File: src/rtl/dram_arb_pkg.sv
// Shared types and field positions for the DRAM command arbiter.
// Write control words are {len[7:0], addr[31:0]}, where len is the beat count minus one.
package dram_arb_pkg;

    typedef enum logic {GRANT_READ, GRANT_WRITE} grant_e;

    typedef enum logic [1:0] {IDLE, KICK, RUN} state_e;

    localparam int unsigned WR_LEN_MSB  = 39;
    localparam int unsigned WR_LEN_LSB  = 32;
    localparam int unsigned WR_ADDR_MSB = 31;
    localparam int unsigned WR_WORD_W   = WR_LEN_MSB + 1;

    // len is beats-1, so 255 maps to 256 beats; 32 bits cannot overflow.
    function automatic logic [31:0] wr_beats(input logic [WR_LEN_MSB-WR_LEN_LSB:0] len);
        return {24'b0, len} + 32'd1;
    endfunction

endpackage

File: src/rtl/cmd_fifo_sync.sv
// Synchronous first-word-fall-through FIFO with registered full/empty flags.
// A pop frees its slot before a push in the same cycle, so push+pop while full is accepted.
module cmd_fifo_sync #(
    parameter int unsigned WIDTH = 40,
    parameter int unsigned DEPTH = 4
) (
    input  logic             clk,
    input  logic             rst,
    input  logic             push,
    input  logic [WIDTH-1:0] wdata,
    input  logic             pop,
    output logic [WIDTH-1:0] rdata,
    output logic             full,
    output logic             empty,
    output logic             drop
);

    localparam int unsigned AW = $clog2(DEPTH);
    localparam logic [AW:0] DEPTH_CNT = (AW + 1)'(DEPTH);

    logic [WIDTH-1:0] mem_q [DEPTH];
    logic [AW-1:0]    wr_ptr_q, rd_ptr_q;
    logic [AW:0]      count_q, count_d;
    logic             full_q, empty_q;
    logic             do_push, do_pop;

    assign do_pop  = pop & ~empty_q;
    assign do_push = push & (~full_q | do_pop);
    assign drop    = push & ~do_push;

    always_comb begin
        count_d = count_q;
        case ({do_push, do_pop})
            2'b10:   count_d = count_q + 1'b1;
            2'b01:   count_d = count_q - 1'b1;
            default: count_d = count_q;
        endcase
    end

    always_ff @(posedge clk or posedge rst) begin
        if (rst) begin
            wr_ptr_q <= '0;
            rd_ptr_q <= '0;
            count_q  <= '0;
            full_q   <= 1'b0;
            empty_q  <= 1'b1;
        end else begin
            if (do_push) wr_ptr_q <= wr_ptr_q + 1'b1;
            if (do_pop)  rd_ptr_q <= rd_ptr_q + 1'b1;
            count_q <= count_d;
            full_q  <= (count_d == DEPTH_CNT);
            empty_q <= (count_d == '0);
        end
    end

    always_ff @(posedge clk) begin
        if (do_push) mem_q[wr_ptr_q] <= wdata;
    end

    assign rdata = mem_q[rd_ptr_q];
    assign full  = full_q;
    assign empty = empty_q;

endmodule

File: src/rtl/dram_cmd_arbiter.sv
// Shares the DRAM command port between the HDMI prefetch reader and the UDP frame writer.
// Round-robin arbitration with an urgent-read override bounded by a write anti-starvation guard.
module dram_cmd_arbiter
    import dram_arb_pkg::*;
#(
    parameter int unsigned WR_FIFO_DEPTH  = 4,
    parameter int unsigned MAX_URGENT_RUN = 8
) (
    input  logic                 clk,
    input  logic                 rst,
    input  logic                 rd_kick,
    input  logic [31:0]          rd_addr,
    input  logic [31:0]          rd_num,
    input  logic                 rd_urgent,
    output logic                 rd_busy,
    input  logic [WR_WORD_W-1:0] wr_ctrl_in,
    input  logic                 wr_ctrl_we,
    output logic                 wr_ctrl_full,
    output logic                 m_kick,
    input  logic                 m_busy,
    output logic                 m_write,
    output logic [31:0]          m_addr,
    output logic [31:0]          m_num,
    output logic                 wr_drop
);

    localparam int unsigned URG_W = $clog2(MAX_URGENT_RUN + 1);
    localparam logic [URG_W-1:0] URG_MAX = URG_W'(MAX_URGENT_RUN);

    state_e               state_q, state_d;
    grant_e               last_grant_q, last_grant_d;
    logic [URG_W-1:0]     urgent_run_q, urgent_run_d;
    logic                 rd_busy_q, rd_busy_d;
    logic                 m_write_q, m_write_d;
    logic [31:0]          m_addr_q, m_addr_d;
    logic [31:0]          m_num_q, m_num_d;
    logic                 wr_drop_q;

    logic [WR_WORD_W-1:0] fifo_rdata;
    logic                 fifo_full, fifo_empty, fifo_drop;
    logic                 rp, wp, starve_guard;
    logic                 grant_rd, grant_wr, grant_urgent;

    cmd_fifo_sync #(
        .WIDTH(WR_WORD_W),
        .DEPTH(WR_FIFO_DEPTH)
    ) u_wr_fifo (
        .clk  (clk),
        .rst  (rst),
        .push (wr_ctrl_we),
        .wdata(wr_ctrl_in),
        .pop  (grant_wr),
        .rdata(fifo_rdata),
        .full (fifo_full),
        .empty(fifo_empty),
        .drop (fifo_drop)
    );

    assign rp           = rd_kick & ~rd_busy_q;
    assign wp           = ~fifo_empty;
    assign starve_guard = wp & (urgent_run_q >= URG_MAX);

    always_comb begin
        grant_rd     = 1'b0;
        grant_wr     = 1'b0;
        grant_urgent = 1'b0;
        if (state_q == IDLE) begin
            if (rp & rd_urgent & ~starve_guard) begin
                grant_rd     = 1'b1;
                grant_urgent = 1'b1;
            end else if (rp & wp) begin
                if (last_grant_q == GRANT_WRITE) grant_rd = 1'b1;
                else                             grant_wr = 1'b1;
            end else if (rp) begin
                grant_rd = 1'b1;
            end else if (wp) begin
                grant_wr = 1'b1;
            end
        end
    end

    always_ff @(posedge clk or posedge rst) begin
        if (rst) state_q <= IDLE;
        else     state_q <= state_d;
    end

    always_comb begin
        state_d = state_q;
        unique case (state_q)
            IDLE:    if (grant_rd | grant_wr) state_d = KICK;
            KICK:    if (m_busy) state_d = RUN;
            RUN:     if (!m_busy) state_d = IDLE;
            default: state_d = IDLE;
        endcase
    end

    always_comb begin
        m_kick = 1'b0;
        if (state_q == KICK) m_kick = 1'b1;
    end

    always_comb begin
        m_write_d    = m_write_q;
        m_addr_d     = m_addr_q;
        m_num_d      = m_num_q;
        last_grant_d = last_grant_q;
        urgent_run_d = urgent_run_q;
        rd_busy_d    = rd_busy_q;
        if (grant_rd) begin
            m_write_d    = 1'b0;
            m_addr_d     = rd_addr;
            m_num_d      = rd_num;
            last_grant_d = GRANT_READ;
            rd_busy_d    = 1'b1;
            if (!grant_urgent)                urgent_run_d = '0;
            else if (urgent_run_q != URG_MAX) urgent_run_d = urgent_run_q + 1'b1;
        end else if (grant_wr) begin
            m_write_d    = 1'b1;
            m_addr_d     = fifo_rdata[WR_ADDR_MSB:0];
            m_num_d      = wr_beats(fifo_rdata[WR_LEN_MSB:WR_LEN_LSB]);
            last_grant_d = GRANT_WRITE;
            urgent_run_d = '0;
        end
        if ((state_q == RUN) && !m_busy && !m_write_q) rd_busy_d = 1'b0;
    end

    always_ff @(posedge clk or posedge rst) begin
        if (rst) begin
            m_write_q    <= 1'b0;
            m_addr_q     <= '0;
            m_num_q      <= '0;
            last_grant_q <= GRANT_WRITE;
            urgent_run_q <= '0;
            rd_busy_q    <= 1'b0;
            wr_drop_q    <= 1'b0;
        end else begin
            m_write_q    <= m_write_d;
            m_addr_q     <= m_addr_d;
            m_num_q      <= m_num_d;
            last_grant_q <= last_grant_d;
            urgent_run_q <= urgent_run_d;
            rd_busy_q    <= rd_busy_d;
            wr_drop_q    <= fifo_drop;
        end
    end

    assign rd_busy      = rd_busy_q;
    assign wr_ctrl_full = fifo_full;
    assign m_write      = m_write_q;
    assign m_addr       = m_addr_q;
    assign m_num        = m_num_q;
    assign wr_drop      = wr_drop_q;

endmodule
File: config.mk
export PLATFORM = sky130hd
export DESIGN_NAME = dram_cmd_arbiter
export DESIGN_NICKNAME = d
export VERILOG_FILES = /design/src/rtl/dram_arb_pkg.sv /design/src/rtl/cmd_fifo_sync.sv /design/src/rtl/dram_cmd_arbiter.sv
export SDC_FILE = /design/constraint.sdc
export NUM_CORES = 1
export LEC_CHECK = 0
export CORE_MARGIN = 10
export CORE_UTILIZATION = 45
export CTS_CLUSTER_SIZE = 24
export DETAILED_ROUTE_END_ITERATION = 12
export PLACE_DENSITY = 0.71
export SYNTH_ARGS = -nofsm -noshare
export SYNTH_HDL_FRONTEND = slang
export SYNTH_SLANG_ARGS = --single-unit
File: constraint.sdc
create_clock -name clk -period 7.75 [get_ports clk]
set_input_delay 1.1625 -clock clk [delete_from_list [all_inputs] [get_ports clk]]
set_output_delay 1.1625 -clock clk [all_outputs]
set_load 0.01 [all_outputs]
# Word-level counts from Yosys, hierarchy flattened
# Memories as Yosys holds them, arrays and structs flattened.
# Cells that the tools add are included.
totals:
  reg_bits: 83
  ramBits: 160
  input_bits: 110
  mem_count: 1
op_classes:
  add_sub_neg: 6
  magnitude_cmp: 1
  n_eq_ne: 10
  n_mux: 33
  bitwise_logic: 15
  reduce_logical: 10
memory_table:
  columns: ["name", "depth", "width", "rd", "rd_ports_with_merged_regs", "wr", "line_no", "text"]
  rows:
  - ["u_wr_fifo.mem_q", 4, 40, 1, 0, 1, "cmd_fifo_sync.sv:21", "logic [WIDTH-1:0] mem_q [DEPTH];"]
ops:
  columns: ["cell", "count"]
  rows:
  - ["32-bit 2-to-1 mux", 4]
  - ["1-bit 2-to-1 mux", 20]
  - ["4-bit 2-to-1 mux", 4]
  - ["8-bit by 1-bit adder with 9-bit output (second input constant)", 1]
  - ["1-bit AND", 8]
  - ["2-bit 2-to-1 mux", 3]
  - ["2-bit one-hot mux with 3 select lines", 1]
  - ["3-bit one-hot mux with 2 select lines", 1]
  - ["1-bit inverter", 5]
  - ["2-bit by 1-bit adder with 2-bit output (second input constant)", 2]
  - ["4-bit by 1-bit adder with 4-bit output (second input constant)", 1]
  - ["2-bit by 1-bit equality test with 1-bit output (second input constant)", 2]
  - ["2-bit equality test (second input constant)", 2]
  - ["4-bit >= comparator (second input constant)", 1]
  - ["2-bit inequality test (second input constant)", 2]
  - ["4-bit inequality test (second input constant)", 1]
  - ["2-bit nonzero test", 2]
  - ["3-bit by 1-bit adder with 3-bit output (second input constant)", 1]
  - ["3-bit equality test (second input constant)", 1]
  - ["3-bit zero test", 1]
  - ["3-bit by 2-bit inequality test with 1-bit output (second input constant)", 1]
  - ["3-bit AND reduction", 1]
  - ["3-bit by 1-bit subtractor with 3-bit output (second input constant)", 1]
  - ["1-bit logical AND", 2]
  - ["other kinds (5)", 7]

# Logic depth before layout (Yosys ltp)
# Gate-level depths: netlist (run 1).
depth:
  ltp_word: 12
  ltp_mapped: 12
  depth_no_buf: 12

# By module
# A second synthesis (run 1) with hierarchy kept.
unflattened:
  cells_unflattened: 550
  hier_area_um2: 9695.5
modules_own_cells:
  columns: ["mod", "instances", "cells_per_inst", "area_each_um2", "seq_area_each_um2"]
  rows:
  - ["cmd_fifo_sync", 1, 256, 6353.6, 5031.1]
  - ["dram_cmd_arbiter", 1, 294, 3342.0, 1853.0]

# Least setup slack after synthesis (run 1)
# No wires, ideal clock.
synth_timing:
  kind: "in2reg"
  from: "input rd_urgent"
  to: "memory u_wr_fifo.mem_q[0][0] (enable)"
  setup_time_ps: 401
  arrival_time_ps: 2785
  required_ps: 7349
  slack_ps: 4564
  stages: 5
  cell_sequence: "nand2b_1 -> nor2b_1 -> o21ai_2 -> a21boi_2 -> and2_1"
synth_via:
  elab_chain_len: 9
synth_rtl:
  columns: ["element", "line_no", "text"]
  rows:
  - ["start: declaration", "dram_cmd_arbiter.sv:14", "input logic rd_urgent,"]
  - ["1-bit AND (2 in series)", "dram_cmd_arbiter.sv:68", "if (rp & rd_urgent & ~starve_guard) begin"]
  - ["1-bit 2-to-1 mux", "dram_cmd_arbiter.sv:68", null]
  - ["1-bit 2-to-1 mux", "dram_cmd_arbiter.sv:67", "if (state_q == IDLE) begin"]
  - ["1-bit AND", "cmd_fifo_sync.sv:27", "assign do_pop = pop & ~empty_q;"]
  - ["1-bit bitwise OR", "cmd_fifo_sync.sv:28", "assign do_push = push & (~full_q | do_pop);"]
  - ["1-bit AND", "cmd_fifo_sync.sv:28", null]
  - ["1-bit 2-to-1 mux", "cmd_fifo_sync.sv:57", "if (do_push) mem_q[wr_ptr_q] <= wdata;"]
  - ["1-bit 2-to-1 mux (not written as such)", "cmd_fifo_sync.sv:57", null]
  - ["end: declaration", "cmd_fifo_sync.sv:21", null]
# Every way passes these cells.

# Worst setup path after layout (run 1)
layout_timing:
  from: "input rd_urgent"
  to: "register u_wr_fifo.full_q (netlist: u_wr_fifo.full)"
layout_via:
  elab_chain_len: 10
layout_rtl:
  columns: ["element", "line_no", "text"]
  rows:
  - ["1-bit AND * (2 in series)", "dram_cmd_arbiter.sv:68", null]
  - ["1-bit 2-to-1 mux *", "dram_cmd_arbiter.sv:68", null]
  - ["1-bit 2-to-1 mux *", "dram_cmd_arbiter.sv:67", null]
  - ["1-bit AND *", "cmd_fifo_sync.sv:27", null]
  - ["1-bit bitwise OR", "cmd_fifo_sync.sv:28", null]
  - ["1-bit AND", "cmd_fifo_sync.sv:28", null]
  - ["2-bit by 1-bit equality test with 1-bit output / 2-bit equality test (equally long branches)", "cmd_fifo_sync.sv:33", "case ({do_push, do_pop})"]
  - ["3-bit one-hot mux with 2 select lines *", "cmd_fifo_sync.sv:33", null]
  - ["named net u_wr_fifo.count_d[2]", "cmd_fifo_sync.sv:23", "logic [AW:0] count_q, count_d;"]
  - ["3-bit equality test *", "cmd_fifo_sync.sv:51", "full_q <= (count_d == DEPTH_CNT);"]
  - ["end signal: assignment", "cmd_fifo_sync.sv:51", null]
  - ["end: declaration", "cmd_fifo_sync.sv:24", "logic full_q, empty_q;"]
# Mark *: on every way through the listed nets, which the timed path passes. The rest lies on a longest branch.
# A chain may end at the register's enable or synchronous reset.

==> impl_metrics.toml, run 1 <==
[placement]
place_inst = 1006
dp_hpwl_mm = 14.1
gp_congestion = 0.870
portBuffers = 178

[pwr]
report.power.total_mw = 4.63
power_density_nw_per_um2 = 376
leakage_nw = 4.52
combPwrFrac = 0.332
p_sw_mw = 1.43
peakVddDrop_v = 0.000219
pwr-share-clk = 0.247
internal-power_mw = 3.19
power_frac_seq = 0.421
switching_share = 0.310

[global_routing]
antenna_found_initial = 4
grt_max_degree = 69
grt_pass1_wl_mm = 33.2
grt_pass1_vias = 6138
grt-ovfl-total = 0
grtUsageTotal = 0.154

[drt]
ant_nets = 0
drt_iter0_markers = 373
routed_via_density = 5.33
wl_per_cell_microns = 20.5
wirelength_mm = 21.5
drtPass1Iterations = 6
dr_total_vias = 5612
drc = 0

[setup_path]
cp_top_family = "buffers and inverters"
required_ns = 8.19
path_cells = "clkdlybuf4s50_1 > nand2b_1 > nor2b_1 > o21ai_4 > buf_4 > inv_2 > ha_1 > inv_1 > fa_1 > xor2_1 > nor2_1 > xor2_1 > nor2b_1"
end_kind = "flip-flop"
crit_path_max_incr_delay_ns = 0.69
critPathKind = "in -> reg"
cp_num_buf_inv = 4
crit_path_start_kind = "primary input"
path_max_fanout = 43
crit_arrival_ns = 4.58
slowest_stage = "inv_2"

[clocking]
clk_pin_slew_ns = 0.06
clock_sinks = 243
postCtsHoldBufs = 0
htreeDepth = 1
clock_path_buffers = 3
cts-root-buf = "clkbuf_16"
cts_resized = 0
cts_tree = "done"
clock_latency_ns = 0.52
post-cts-setup-buffers = 0
cts_buffers = 25

[outcome]
status = "completed"

[synthesis]
synth_flop_cell = "edfxtp_1"
synth_edf_count = 160
syn-num-nets = 699
syn_area_sq_um = 9500
netlist_instances = 580
ys_seq_area_frac = 0.724
ys.warnings.count = 0
synth_top_area_share = 0.506
synth.largest_area_cell = "edfxtp_1"
synth.avg_cell_area_sq_um = 16.4
ys_ff_latch = 243
synth_cell_types = 46
synth_async_sr_flop_share = 0.342
synth_area_leaders = "edfxtp_1 (51%), dfrtp_1 (21%), mux4_2 (9.0%)"

[sta]
timing.fmax_mhz = 241
relSlewSlack = 0.146
fin_crit_sh = 0.534
totalNegativeSetupSlack_ns = 0
post-route-min-period_ns = 4.14
rsz0062_at_grt = "false"
tightest_slew_ns = 1.28
setup_viol = 0
hold_violations = 0
hold-worst-slack_ns = 0.491
slew_violations = 0
fin_skew_ns = 0.0111

[floorplanning]
rows = 53
coreArea_sq_um = 20900
io_pins = 179
die_w_microns = 165
start_util = 0.455
die_area_sq_um = 27300
die-height_microns = 165

[job]
maxCapViolCount = 0

[worst_hold_path]
min_path_type = "reg -> reg"

[final_layout]
drive_above_1_share = 0.125
final_cell_mix = "clkdlybuf4s50_1 (178), edfxtp_1 (160), dfrtp_1 (79), nand2_1 (73), nor2_1 (40)"
area_growth_pct = 29.5
fin_cells = 1053
final_common_cell = "clkdlybuf4s50_1"
nNetsFinal = 877
[state kept, by name, indices dropped and copies added (netlist names), 2 cells and up]
name	flops
u_wr_fifo.mem_q	160
m_addr	32
m_num	32
urgent_run_q	4
u_wr_fifo.count_q	3
state_q	2
u_wr_fifo.rd_ptr_q	2
u_wr_fifo.wr_ptr_q	2
[power groups by stage]
stage / Sequential (mW) / Clock [mW] / Combinational, mW
after floorplan: 1.97 / 0 / 0.925
after global placement: 1.96 / 0 / 1.52
after detailed placement: 1.98 / 0 / 1.56
after CTS: 1.96 / 1.17 / 1.58
after global routing: 1.99 / 1.22 / 1.69
final: 1.95 / 1.14 / 1.53
[layer usage]
layer,up-vias,part of all wire,GRT usage
met5,-,0.00060,0
met2,202,0.49,0.260
met3,43,0.084,0.0426
li1,2565,-,-
met4,2,0.021,0.0383
met1,2800,0.41,0.194
[cells in the mapped netlist (4+ instances only)]
cell type	n
a22o_1	24
a22oi_1	5
a31oi_1	34
and2_1	5
buf_2	19
clkbuf_1	7
dfrtp_1	81
edfxtp_1	160
ha_1	8
inv_1	10
mux4_2	38
nand2_1	73
nand2b_1	6
nand3_1	8
nor2_1	40
nor2b_1	4
o21ai_0	9
xnor2_1	4
xor2_1	6
[layout make-up]
type / count / area, sq um
Clock buffer: 34 / 659
Inverter: 11 / 42.5
Antenna cell: 1 / 2.50
Multi-Input combinational cell: 295 / 2430
Sequential cell: 243 / 6890
Clock inverter: 12 / 124
Timing Repair Buffer: 182 / 1810
Tap cell: 275 / 344
Fill cell: 1573 / 8590
[metrics by stage]
step | util | area [sq um] | setup WS [ns]
detailed placement | 0.551 | 11500 | 3.06
global route | 0.589 | 12300 | 3.35
CTS | 0.589 | 12300 | 3.59
global placement | 0.551 | 11500 | 3.31
floorplan | - | 9500 | 4.45
finish | 0.589 | 12300 | 3.61
[worst paths after layout]
| kind | startpoint | endpoint | slack, ns | cells after the start |
|---|---|---|---|---|
| hold reg to reg | last_grant_q$_DFFE_PP1P_ | last_grant_q$_DFFE_PP1P_ | 0.49 | 1 |
| setup / recovery | rd_urgent | u_wr_fifo.full$_DFF_PP0_ | 3.61 | 13 |
| max in group asynchronous | rst | m_addr[27]$_DFFE_PP0P_ | 5.63 | 3 |
| min in group asynchronous | rst | rd_busy$_DFFE_PP0P_ | 1.05 | 2 |
| hold / removal | last_grant_q$_DFFE_PP1P_ | last_grant_q$_DFFE_PP1P_ | 0.49 | 1 |
| setup reg to reg | urgent_run_q[3]$_DFFE_PP0P_ | u_wr_fifo.full$_DFF_PP0_ | 4.21 | 12 |
[cells by family (layout without fill, tap and decap cells)]
kind of cell	after synthesis	count (layout)	synth area share
flops	243	243	0.724
simple gates	149	149	0.0687
compound gates	83	83	0.0627
mux	44	44	0.100
buf+inv	42	239	0.0223
xor+xnor	10	10	0.00922
fa+ha+maj	9	9	0.0126
other cells	0	1	0
(Power assumes the default switching activity.)
==> run 2, diff against run 1 <==
==> constraint.sdc (replaced) <==
create_clock -name clk -period 4.25 [get_ports clk]
set_input_delay 0.6375 -clock clk [delete_from_list [all_inputs] [get_ports clk]]
set_output_delay 0.6375 -clock clk [all_outputs]
set_load 0.01 [all_outputs]
==> run 2 against run 1 <==
Setup slack worse by 2.2 ns. Clock power up 91%. First-iteration DRC count up 6.4%. Via count up 1.6%. Global-route usage up 0.91 points. Non-clock buffer count up 10. Core utilization up 0.63 points. Register-to-register slack worse by 2.8 ns. Critical path depth down 1. Cell area up 1.1%. Critical path type unchanged. Critical endpoint unchanged.
==> impl_metrics.toml, run 2 (synthesized netlist as in run 1, its figures left out) <==
[drt]
routed_via_density = 5.36
drtPass1Iterations = 5
ant_nets = 0
wirelength_mm = 22.5
wl_per_cell_microns = 21.1
dr_total_vias = 5702
drc = 0
drt_iter0_markers = 397

[placement]
placed_cell_area_sq_um = 11600
place_ws_ns = 0.874
dp_hpwl_mm = 15.3
portBuffers = 178
gp_congestion = 0.799
place_inst = 1016

[sta]
slew_violations = 0
fin_crit_sh = 0.679
setup_ws_ns = 1.36
fin_skew_ns = 0.00923
tightest_slew_ns = 1.01
timing.fmax_mhz = 346
post-route-min-period_ns = 2.89
relSlewSlack = 0.325
setup_viol = 0
totalNegativeSetupSlack_ns = 0
rsz0062_at_grt = "false"
hold_violations = 0

[setup_path]
critPathLaunch = "rd_urgent"
end_kind = "flip-flop"
critPathKind = "in -> reg"
required_ns = 4.66
crit_arrival_ns = 3.30
worstRegToRegCells = 11
r2r_slack_ns = 1.44
crit_path_start_kind = "primary input"
r2r-start = "urgent_run_q[3]$_DFFE_PP0P_"
path_max_fanout = 42

[clocking]
cts_buffers = 25
cts_resized = 0
postCtsHoldBufs = 0
clk_pin_slew_ns = 0.06
cts-root-buf = "clkbuf_16"
post-cts-setup-buffers = 0
cts_tree = "done"
clock_path_buffers = 3
htreeDepth = 1
clock_sinks = 243
clock_latency_ns = 0.52

[final_layout]
fillers = 1557
area_growth_pct = 30.8
regMostFlops = "u_wr_fifo.mem_q"
final_cell_mix = "clkdlybuf4s50_1 (178), edfxtp_1 (160), dfrtp_1 (79), nand2_1 (73), nor2_1 (40)"
final_cell_area_sq_um = 12400
nNetsFinal = 887
fin_cells = 1064
largest_reg_flops = 160
drive_above_1_share = 0.141
post-route-util = 0.595
final_common_cell = "clkdlybuf4s50_1"

[pwr]
peakVddDrop_v = 0.000455
leakage_nw = 4.58
power_density_nw_per_um2 = 691

[global_routing]
grt_max_degree = 43
grt_pass1_vias = 6191
grt_busiest_layer = "met2"
grt_use_met2 = 0.275
met3_usage = 0.0508
grt_pass1_wl_mm = 35.0
antenna_found_initial = 4
grtUsageTotal = 0.163
grtUsageMet1 = 0.204
grt-ovfl-total = 0

[job]
maxCapViolCount = 0

[floorplanning]
die_w_microns = 165
coreArea_sq_um = 20900
io_pins = 179
rows = 53
die-height_microns = 165
die_area_sq_um = 27300
start_util = 0.455

[outcome]
status = "completed"

[worst_hold_path]
min_path_type = "in -> async"
==> run 2: cell types whose count changed in the layout (fill, tap and decap cells not counted) <==
cell        previous run  this run
clkinvlp_2             1         0
inv_6                  1         2
diode_2                1         2
clkbuf_1               9         5
inv_12                 0         1
inv_16                 0         1
clkinv_4               2         3
clkbuf_8               0         1
clkinvlp_4             1         4
clkinv_2               6         3
buf_4                  4        14
==> run 2: routing by layer <==
layer	vias up	wire length (microns)
met5	-	13
met4	2	371
met3	33	2000
met2	214	10900
met1	2870	9180
li1	2583	-
==> run 2: stage by stage <==
step | power [mW] | hold slack, ns
after floorplan | 5.28 | 0.446
after global placement | 6.35 | 0.462
after detailed placement | 6.49 | 0.488
after CTS | 8.71 | 0.462
after global routing | 9.09 | 0.509
final | 8.60 | 0.470
==> run 2: layout make-up <==
cell class | count | area, sq um | share of cell area
flip-flops and latches | 243 | 6890 | 0.554
multi-input cells | 295 | 2430 | 0.196
repair buffers | 192 | 1890 | 0.152
clock buffers | 31 | 658 | 0.0529
well taps | 275 | 344 | 0.0277
clock inverters | 15 | 180 | 0.0145
inverters | 11 | 42.5 | 0.00342
diodes | 2 | 5.00 | 0.000402
==> run 2: report_power, final <==
part           total [mW]  internal [mW]  switching, mW
logic                2.82           1.42           1.40
registers            3.60           3.20          0.395
clock network        2.18           1.26          0.920
total                8.60           5.88           2.72
==> run 2: final timing paths <==
kind / endpoint
max: u_wr_fifo.full$_DFF_PP0_
min: m_addr[10]$_DFFE_PP0P_
max reg2reg: u_wr_fifo.full$_DFF_PP0_
min reg2reg: last_grant_q$_DFFE_PP1P_
max in group asynchronous: u_wr_fifo.rd_ptr_q[0]$_DFFE_PP0P_
min in group clk: last_grant_q$_DFFE_PP1P_
==> run 2: worst max-delay path, stage by stage <==
cell and delay (ns):
clkdlybuf4s50_1 0.48, nand2b_1 0.09, nor2b_1 0.17, o21ai_4 0.14, buf_4 0.48, inv_2 0.08
ha_1 0.24, inv_1 0.09, fa_1 0.42, o21ai_0 0.23, or2_2 0.18, nor2b_1 0.05
==> run 3, diff against run 2 <==
--- a/config.mk
+++ b/config.mk
@@ -9,7 +9,7 @@
 export CORE_UTILIZATION = 45
 export CTS_CLUSTER_SIZE = 24
 export DETAILED_ROUTE_END_ITERATION = 12
-export PLACE_DENSITY = 0.71
+export PLACE_DENSITY = 0.73
 export SYNTH_ARGS = -nofsm -noshare
 export SYNTH_HDL_FRONTEND = slang
 export SYNTH_SLANG_ARGS = --single-unit
==> constraint.sdc (replaced) <==
create_clock -name clk -period 2.6 [get_ports clk]
set_input_delay 0.39 -clock clk [delete_from_list [all_inputs] [get_ports clk]]
set_output_delay 0.39 -clock clk [all_outputs]
set_load 0.01 [all_outputs]
==> run 3 against run 2 <==
Sequential cell count unchanged. First-iteration DRC count decreased by 13%. Worst hold slack got worse by 0.20 ns. Critical endpoint unchanged. Register-to-register slack got worse by 1.3 ns. Critical path depth unchanged. Via count increased by 1.1%.
==> impl_metrics.toml, run 3 (synthesized netlist as in run 1, its figures left out) <==
[pwr]
leakage_nw = 4.70
p_sw_mw = 4.37
report.power.total_mw = 14.4
internal-power_mw = 9.98
power_frac_seq = 0.398
switching_share = 0.305
combPwrFrac = 0.345
peakVddDrop_v = 0.000609
power_density_nw_per_um2 = 1130
pwr-share-clk = 0.257

[sta]
hold-worst-slack_ns = 0.266
slew_violations = 0
fin_crit_sh = 0.930
timing.fmax_mhz = 413
setup_ws_ns = 0.182
setup_viol = 0
relSlewSlack = 0.582
hold_violations = 0
post-route-min-period_ns = 2.42
totalNegativeSetupSlack_ns = 0
fin_skew_ns = 0.0214
tightest_slew_ns = 0.627

[clocking]
cts_tree = "done"
clock_path_buffers = 3
clock_latency_ns = 0.53
clock_sinks = 243
cts-root-buf = "clkbuf_16"
cts_buffers = 26
cts_resized = 0
post-cts-setup-buffers = 0
postCtsHoldBufs = 0
htreeDepth = 1
clk_pin_slew_ns = 0.06

[floorplanning]
die_area_sq_um = 27300
coreArea_sq_um = 20900
io_pins = 179
die-height_microns = 165
start_util = 0.455
rows = 53
die_w_microns = 165

[setup_path]
required_ns = 3.04
crit_path_start_kind = "flip-flop"
end_kind = "flip-flop"
critPathKind = "reg -> reg"
crit_arrival_ns = 2.86
path_max_fanout = 5

[final_layout]
final_common_cell = "clkdlybuf4s50_1"
fillers = 1546
final_cell_mix = "clkdlybuf4s50_1 (178), edfxtp_1 (160), dfrtp_1 (79), nand2_1 (73), nor2_1 (40)"
drive_above_1_share = 0.154
final_cell_area_sq_um = 12700
nNetsFinal = 899
post-route-util = 0.607
fin_cells = 1076
area_growth_pct = 33.5
largest_reg_flops = 160
regMostFlops = "u_wr_fifo.mem_q"

[drt]
drc = 0
wl_per_cell_microns = 20.6
wirelength_mm = 22.2
drtPass1Iterations = 4
dr_total_vias = 5766
ant_nets = 0
routed_via_density = 5.36
drt_iter0_markers = 347

[global_routing]
grt_max_degree = 59
antenna_found_initial = 2
grt_pass1_vias = 6366
grt_pass1_wl_mm = 34.6
grtUsageTotal = 0.160
grt-ovfl-total = 0

[placement]
place_inst = 1025
place_ws_ns = -0.223
gp_congestion = 0.903
portBuffers = 178
dp_hpwl_mm = 15.3
placed_cell_area_sq_um = 11800

[worst_hold_path]
min_path_type = "in -> async"

[outcome]
status = "completed"

[job]
maxCapViolCount = 0
run 3: critical path: stages (launching register included):
cell	delay [ns]
dfrtp_1	0.41
nand2b_1	0.18
nor2b_1	0.16
o21ai_4	0.16
a21boi_2	0.09
inv_1	0.06
ha_1	0.15
inv_1	0.06
fa_1	0.41
xor2_1	0.16
nor2_1	0.12
xor2_1	0.24
nor2b_1	0.16
run 3: power by group through the flow:
stage               Sequential [mW]  Combinational, mW  Clock [mW]
finish                         5.72               4.95        3.68
global route                   5.83               5.42        3.96
CTS                            5.73               5.04        3.79
detailed placement             5.79               5.01           0
global placement               5.72               4.86           0
floorplan                      5.87               2.76           0
run 3: worst paths after layout:
kind,start,to,slack (ns),cells after the start
hold reg to reg,last_grant_q$_DFFE_PP1P_,last_grant_q$_DFFE_PP1P_,0.49,1
setup / recovery,urgent_run_q[3]$_DFFE_PP0P_,u_wr_fifo.full$_DFF_PP0_,0.18,12
hold / removal,rst,urgent_run_q[2]$_DFFE_PP0P_,0.27,2
min in group clk,rd_addr[27],m_addr[27]$_DFFE_PP0P_,0.44,3
setup reg to reg,urgent_run_q[3]$_DFFE_PP0P_,u_wr_fifo.full$_DFF_PP0_,0.18,12
max in group asynchronous,rst,last_grant_q$_DFFE_PP1P_,1.64,3
run 3: routing by layer:
layer  GRT usage  wire, microns  vias to the layer above
met2       0.281          11000                      202
li1            -              -                     2615
met1       0.188           8710                     2900
met5           0             13                        -
met4      0.0415            535                        2
met3      0.0473           1900                       47
run 3: area by class of cell:
cell class | count | area, sq um | area share
clock buffers | 34 | 711 | 0.0560
flip-flops and latches | 243 | 6890 | 0.543
diodes | 1 | 2.50 | 0.000197
multi-input cells | 295 | 2430 | 0.192
well taps | 275 | 344 | 0.0271
clock inverters | 14 | 165 | 0.0130
repair buffers | 203 | 2110 | 0.166
inverters | 11 | 42.5 | 0.00335
